==> config.mk <==
export PLATFORM = sky130hd
export DESIGN_NAME = dff_bank_rr_arbiter
export DESIGN_NICKNAME = d
export VERILOG_FILES = /design/src/rtl/dff_bank_rr_arbiter.sv
export SDC_FILE = /design/constraint.sdc
export NUM_CORES = 1
export LEC_CHECK = 0
export BUFFER_PORTS_ARGS = -buffer_cell sky130_fd_sc_hd__buf_2
export CAP_MARGIN = 20
export CORE_MARGIN = 2
export CORE_UTILIZATION = 43
export CTS_CLUSTER_SIZE = 24
export DETAILED_ROUTE_END_ITERATION = 6
export PLACE_DENSITY = 0.76
export RECOVER_POWER = 100
export SYNTH_ARGS = -nofsm -noshare
export SYNTH_HDL_FRONTEND = slang
export SYNTH_SLANG_ARGS = --single-unit
export TNS_END_PERCENT = 20
==> constraint.sdc <==
create_clock -name clk -period 1.76 [get_ports clk]
set_clock_uncertainty 0.15 [all_clocks]
set_input_delay 0.088 -clock clk [delete_from_list [all_inputs] [get_ports clk]]
set_output_delay 0.088 -clock clk [all_outputs]
set_load 0.02 [all_outputs]
==> src/rtl/dff_bank_rr_arbiter.sv <==
// dff_bank_rr_arbiter: round-robin arbiter owning a shared WIDTH-bit register, bounded tenures with a release cycle
// Optional grant_count output enabled by DFF_ARB_GRANT_COUNT_EN.
module dff_bank_rr_arbiter #(
  parameter int N_REQ = 4,
  parameter int WIDTH = 8,
  parameter int HOLD_MAX = 4
) (
  input  logic                   clk,
  input  logic                   rst_n,
  input  logic [N_REQ-1:0]       req,
  input  logic [N_REQ*WIDTH-1:0] wr_data,
  output logic [N_REQ-1:0]       grant,
  output logic [2:0]             owner,
  output logic                   busy,
  output logic [WIDTH-1:0]       q,
  output logic                   q_wr
`ifdef DFF_ARB_GRANT_COUNT_EN
  ,
  output logic [15:0]            grant_count
`endif
);
  typedef enum logic [1:0] {IDLE, GRANT, RELEASE} state_t;
  state_t state, state_nx;
  logic [2:0] rr_ptr, win, hi, lo;
  logic [3:0] hold_cnt;
  logic found, hfound, own_req;
  logic [WIDTH-1:0] own_data;
  assign busy = state == GRANT;
  // Lowest requester at or above rr_ptr wins; otherwise wrap to the lowest overall.
  always_comb begin
    hi = '0;
    lo = '0;
    hfound = 1'b0;
    found = 1'b0;
    own_req = 1'b0;
    own_data = '0;
    grant = '0;
    for (int i = N_REQ - 1; i >= 0; i--) begin
      if (req[i] && 3'(i) >= rr_ptr) begin
        hi = 3'(i);
        hfound = 1'b1;
      end
      if (req[i]) begin
        lo = 3'(i);
        found = 1'b1;
      end
      if (owner == 3'(i)) begin
        own_req = req[i];
        own_data = wr_data[i*WIDTH +: WIDTH];
      end
      grant[i] = busy && owner == 3'(i);
    end
    win = hfound ? hi : lo;
    state_nx = state == IDLE ? (found ? GRANT : IDLE) :
               state == GRANT ? ((!own_req || hold_cnt == 4'(HOLD_MAX)) ? RELEASE : GRANT) : IDLE;
  end
  always_ff @(posedge clk) begin
    if (rst_n) begin
      state <= IDLE;
      rr_ptr <= '0;
      hold_cnt <= '0;
      owner <= '0;
      q <= '0;
      q_wr <= 1'b0;
    end else begin
      state <= state_nx;
      q_wr <= busy && own_req;
      if (busy && own_req) q <= own_data;
      if (state == IDLE && found) begin
        owner <= win;
        hold_cnt <= 4'd1;
      end
      if (busy && state_nx == GRANT) hold_cnt <= hold_cnt + 4'd1;
      if (state == RELEASE) rr_ptr <= owner == 3'(N_REQ - 1) ? 3'd0 : owner + 3'd1;
    end
  end
`ifdef DFF_ARB_GRANT_COUNT_EN
  always_ff @(posedge clk) begin
    if (rst_n) grant_count <= '0;
    else if (state == IDLE && found && grant_count != 16'hFFFF) grant_count <= grant_count + 16'd1;
  end
`endif
endmodule

# Word level (Yosys, flattened, before mapping)
# Index checks and enable logic that the tools add are counted.
# W data, S select, Z words.
dict set report word_totals {
  wordCells 67
  register_bits 21
  input_bits 38
}
dict set report op_classes {
  reduce_logical 16
  n_mux 32
  eq_ne 7
  order_cmp 4
  add_sub_neg 2
}
# operator n
set ops {}
lappend ops {{$mux W8} 4}
lappend ops {{$mux W3} 8}
lappend ops {{$mux W1} 13}
lappend ops {{$logic_and A1 B1 Y1} 11}
lappend ops {{$mux W2} 5}
lappend ops {{$mux W4} 2}
lappend ops {{$eq A3 B2 Y1 const B} 2}
lappend ops {{$ge A1 B3 Y1 const A} 2}
lappend ops {{$ge A2 B3 Y1 const A} 2}
lappend ops {{$add A4 B1 Y4 const B} 1}
lappend ops {{$eq A2 B1 Y1 const B} 2}
lappend ops {{$eq A4 B3 Y1 const B} 1}
lappend ops {{$add A3 B1 Y3 const B} 1}
lappend ops {{$eq A3 B1 Y1 const B} 1}
lappend ops {{$logic_not A3 Y1} 1}
lappend ops {{$eq A2 B2 Y1 const B} 1}
lappend ops {{$logic_not A2 Y1} 1}
lappend ops {{$reduce_bool A2 Y1} 1}
lappend ops {{$logic_not A1 Y1} 1}
lappend ops {{$logic_or A1 B1 Y1} 1}

# Depth between registers and ports, before layout
dict set report logic_depth {
  depth_word 13
  ltp_mapped 8
  depth_no_buf 6
}

# Least setup slack after synthesis
# OpenSTA, ideal clock, no wires.
dict set report synth_path {
  path_kind {reg-to-reg}
  start {register owner[0]}
  end {register hold_cnt[2]}
  setup_slack_ns -0.219
  required_ns 1.477
  path_stages_with_launch 8
  arrival_ns 1.696
  cell_sequence {dfxtp_1 inv_1 ha_1 nand3b_1 a311o_1 buf_2 nor3_2 nor4_2}
}
dict set report synth_between {
  elab_chain_cells 13
  word_cells_on_any_way 17
  cone_classes {eq/ne (4); mux (8); reduce/logical (5)}
}
# item line
set synth_lines {}
lappend synth_lines {{from (decl)} 13} ;# output logic [2:0] owner,
lappend synth_lines {{from (signal assigned)} 70} ;# owner <= win;
lappend synth_lines {{$eq A3 B2 Y1} 47} ;# if (owner == 3'(i)) begin
lappend synth_lines {{$mux W1 (3 in a row)} 47}
lappend synth_lines {{$mux W1 *} 47}
lappend synth_lines {{$logic_not A1 Y1 *} 55} ;# state == GRANT ? ((!own_req || hold_cnt == 4'(HOLD_MAX)) ? RELEASE : GRANT) : IDLE;
lappend synth_lines {{$logic_or A1 B1 Y1 *} 55}
lappend synth_lines {{$mux W2 * (2 in a row)} 55}
lappend synth_lines {{$mux W2 *} 54} ;# state_nx = state == IDLE ? (found ? GRANT : IDLE) :
lappend synth_lines {{$eq A2 B1 Y1 *} 73} ;# if (busy && state_nx == GRANT) hold_cnt <= hold_cnt + 4'd1;
lappend synth_lines {{$logic_and A1 B1 Y1 *} 73}
lappend synth_lines {{$mux W4 / $reduce_bool A2 Y1 (equally long branches)} -}
lappend synth_lines {{to (signal assigned)} 73}
lappend synth_lines {{to (decl)} 25} ;# logic [3:0] hold_cnt;
# Mark *: on every way between the ends. The rest lies on a longest branch, timed or not.
# A chain may end at the register's enable or synchronous reset.

# Worst setup path after layout
dict set report layout_path {
  start {register owner[0]}
  end {register hold_cnt[3]}
}
# The elaborated chain is that of the path after synthesis.

==> results.cfg <==
[outcome]
result_of_the_run = complete, but fails checks
failed_checks = setup timing

[logic_synthesis]
synth-edff-count = 0
synth.lib_cells_used.distinct = 45
synthesis.area_per_instance_um2 = 8.42
post_synthesis_async_set_or_reset_flop_share_pct = 0
synthesis.area_um2 = 1320
number_of_instances_in_the_synthesized_netlist = 157
ys_warn_count = 0
synth-seq-area-share_pct = 28.8
syn-num-nets = 201
synth_seq_cells = 19
postSynth.topFlopCell = dfxtp_1

[grt]
via_count_of_the_first_global_routing_pass = 1286
number_of_antenna_violations_at_the_first_check_in_global_routing = 0
grt_first_pass_wirelength_um = 5550
grt-ovfl-total = 0
grt_start_max_net_pins = 21
grtUsageTotal_pct = 20.3

[sta]
slew_violations = 0
postLayoutSetupSlackWorst_ns = -0.123
setup_tns_ns = -0.926
max_slew.worst_pin.slew_ns = 0.529
fmax_mhz = 531
grt_setup_unrepaired = yes
timing.final.hold_violations = 0
timing.final.crit_period_ns = 1.88
timing.final.crit_share_pct = 107
final-setup-viol-count = 12
slew-limit-headroom_pct = 64.5

[clocking]
clock_tree.buffer_depth = 2
cts_tree = yes
clk_transition_reported_paths_ns = 0.11
clock_sinks = 19
htreeDepth = 1
cts_root_buffer = clkbuf_4
clk_latency_worst_skew_pair_ns = 0.29
cts.hold.buffers_added = 0
cts_buffers = 3

[floorplanning]
initial_core_util_pct = 44.4
die_area_um2 = 3530
die_height_um = 59.4
top_level_ports = 55
dieWidth_um = 59.4
placement_rows = 20
core_outline_area_um2 = 2980

[detailed_routing]
number_of_detailed_route_iterations_in_the_first_pass = 4
viasPerCell = 5.40
routed_wire_length_per_instance_um = 13.6
drt_drc_violations_left = 0
initialDrtViolationCount = 46
vias = 1340
wl_um = 3380
antenna_violating_nets_post_route = 0

[critical_path]
path_max_fanout = 5
r2r_setup_slack_ns = -0.12
crit_path_start_kind = flip-flop
worst-endpoint-required_ns = 1.79
timing.setup.critical_path_class = flip-flop to flip-flop
startpoint = owner[0]
endpoint_kind = flip-flop
rr_startpoint = owner[0]
timing.critical_path.arrival_ns = 1.91

[cells_and_area]
drive_gt1_share_pct = 42.3
fillerInstances = 289
multi_input_area_um2 = 877
area.growth.synth_to_final_pct = 31.0
layout.area.seq_um2 = 388
antenna_cells = 0
design.final.nets = 260

[power]
cellLeakagePower_nw = 0.739
report.power.total_mw = 1.22
irDropWorstVdd_mv = 0.329
p_per_area_nw_per_um2 = 703

[placed_design]
port_buffer_cells = 53
finalWeightedCongestion = 0.795
place.detailed.hpwl_um = 2550

[worst_hold_path]
hold_path_startpoint = req[3]
hold_path.class = input port to flip-flop

[flow_run]
timing.max_cap.violations = 0
## sequential cells by signal, indices dropped and copies added (netlist names)
name      cells
hold_cnt      4
owner         2
q             8
q_wr          1
rr_ptr        2
state         2
## synthesized netlist by cell type, types with 2 or more instances
cell / count / area (µm²)
a31oi_1: 3 / 18.8
a221o_2: 8 / 90.1
nor3_1: 3 / 15.0
nand3_1: 4 / 20.0
o21ai_1: 8 / 40.0
ha_1: 6 / 75.1
nor2b_1: 9 / 56.3
nand2b_1: 2 / 12.5
dfxtp_1: 19 / 380
nand2_1: 10 / 37.5
clkbuf_8: 2 / 27.5
or3_1: 3 / 18.8
and2_1: 3 / 18.8
a311o_1: 2 / 20.0
buf_6: 3 / 33.8
o21ai_0: 9 / 45.0
nand3b_1: 2 / 15.0
clkbuf_1: 3 / 11.3
nand4_1: 9 / 56.3
a21oi_1: 16 / 80.1
buf_4: 2 / 15.0
inv_1: 6 / 22.5
mux2i_1: 2 / 20.0
buf_2: 2 / 10.0
## path summary, 6_finish.rpt
kind	end	cells after the start
max	hold_cnt[3]	6
min	owner[0]	3
max reg2reg	hold_cnt[3]	6
min reg2reg	q[4]	2
## power by group
part / internal, mW / total (mW) / switching [mW]
combinational: 0.224 / 0.508 / 0.284
clock: 0.0844 / 0.217 / 0.132
sequential: 0.463 / 0.491 / 0.0281
## critical path: stages, from the launching register on
cell and delay [ns]:
dfxtp_4 0.40, inv_4 0.06, ha_4 0.16, nand3b_1 0.22, a311o_2 0.42, o311ai_2 0.26, a21oi_1 0.11
## cell families after synthesis
family	synth area share, %
AO/OA/AOI/OAI	28.0
adder cells (fa/ha/maj)	5.68
buffers and inverters	9.66
flip-flops	28.8
multiplexers	1.52
other	0.284
AND/OR/NAND/NOR	26.0
## layer usage
metal,share of wire [%],vias to the layer above,track usage [%]
met4,0.80,0,6.17
met3,5.3,2,2.18
met2,46,53,33.6
met5,0,-,0
met1,48,588,27.5
li1,-,697,-
## placed cells by master (no fill, tap or decap), types with 2 or more instances in the layout
cell type / n
o21ai_2: 2
nand2_1: 10
buf_2: 44
o21ai_0: 9
clkbuf_4: 3
o21ai_1: 6
or3_1: 3
mux2i_1: 2
dfxtp_4: 2
inv_1: 5
nor3_1: 3
buf_4: 9
a221o_2: 8
nand3_1: 4
nand4_1: 9
clkbuf_1: 10
and2_1: 3
a21oi_1: 16
ha_1: 3
ha_4: 2
a31oi_1: 3
nor2b_1: 8
buf_6: 2
nand2b_1: 2
dfxtp_1: 17
nand3b_1: 2
## stage by stage
stage	utilization, %	setup slack [ns]	hold WS [ns]	cells	cell area (µm²)
after floorplan	-	-0.00747	0.106	157	1370
after global placement	55.5	-0.124	0.320	242	1650
after detailed placement	55.5	-0.153	0.320	242	1650
after CTS	58.1	-0.0739	0.0135	248	1730
after global routing	58.1	-0.198	0.0498	248	1730
final	58.1	-0.123	0.0266	248	1730
## what timing repair did
item                                    4_1_cts  5_1_grt
endpoints found under the setup margin       14       16
gates resized for setup                       8        5
pin swaps                                     3        4
cloned                                        0        0
setup buffers                                 2        0
## area by class of cell
type	count	share of cell area, %
multi-input cells	118	50.7
flip-flops and latches	19	22.4
repair buffers	67	21.3
well taps	33	2.39
inverters	7	1.66
clock buffers	3	1.30
clock inverters	1	0.289
Note: power is estimated with default switching activity, not from simulation.
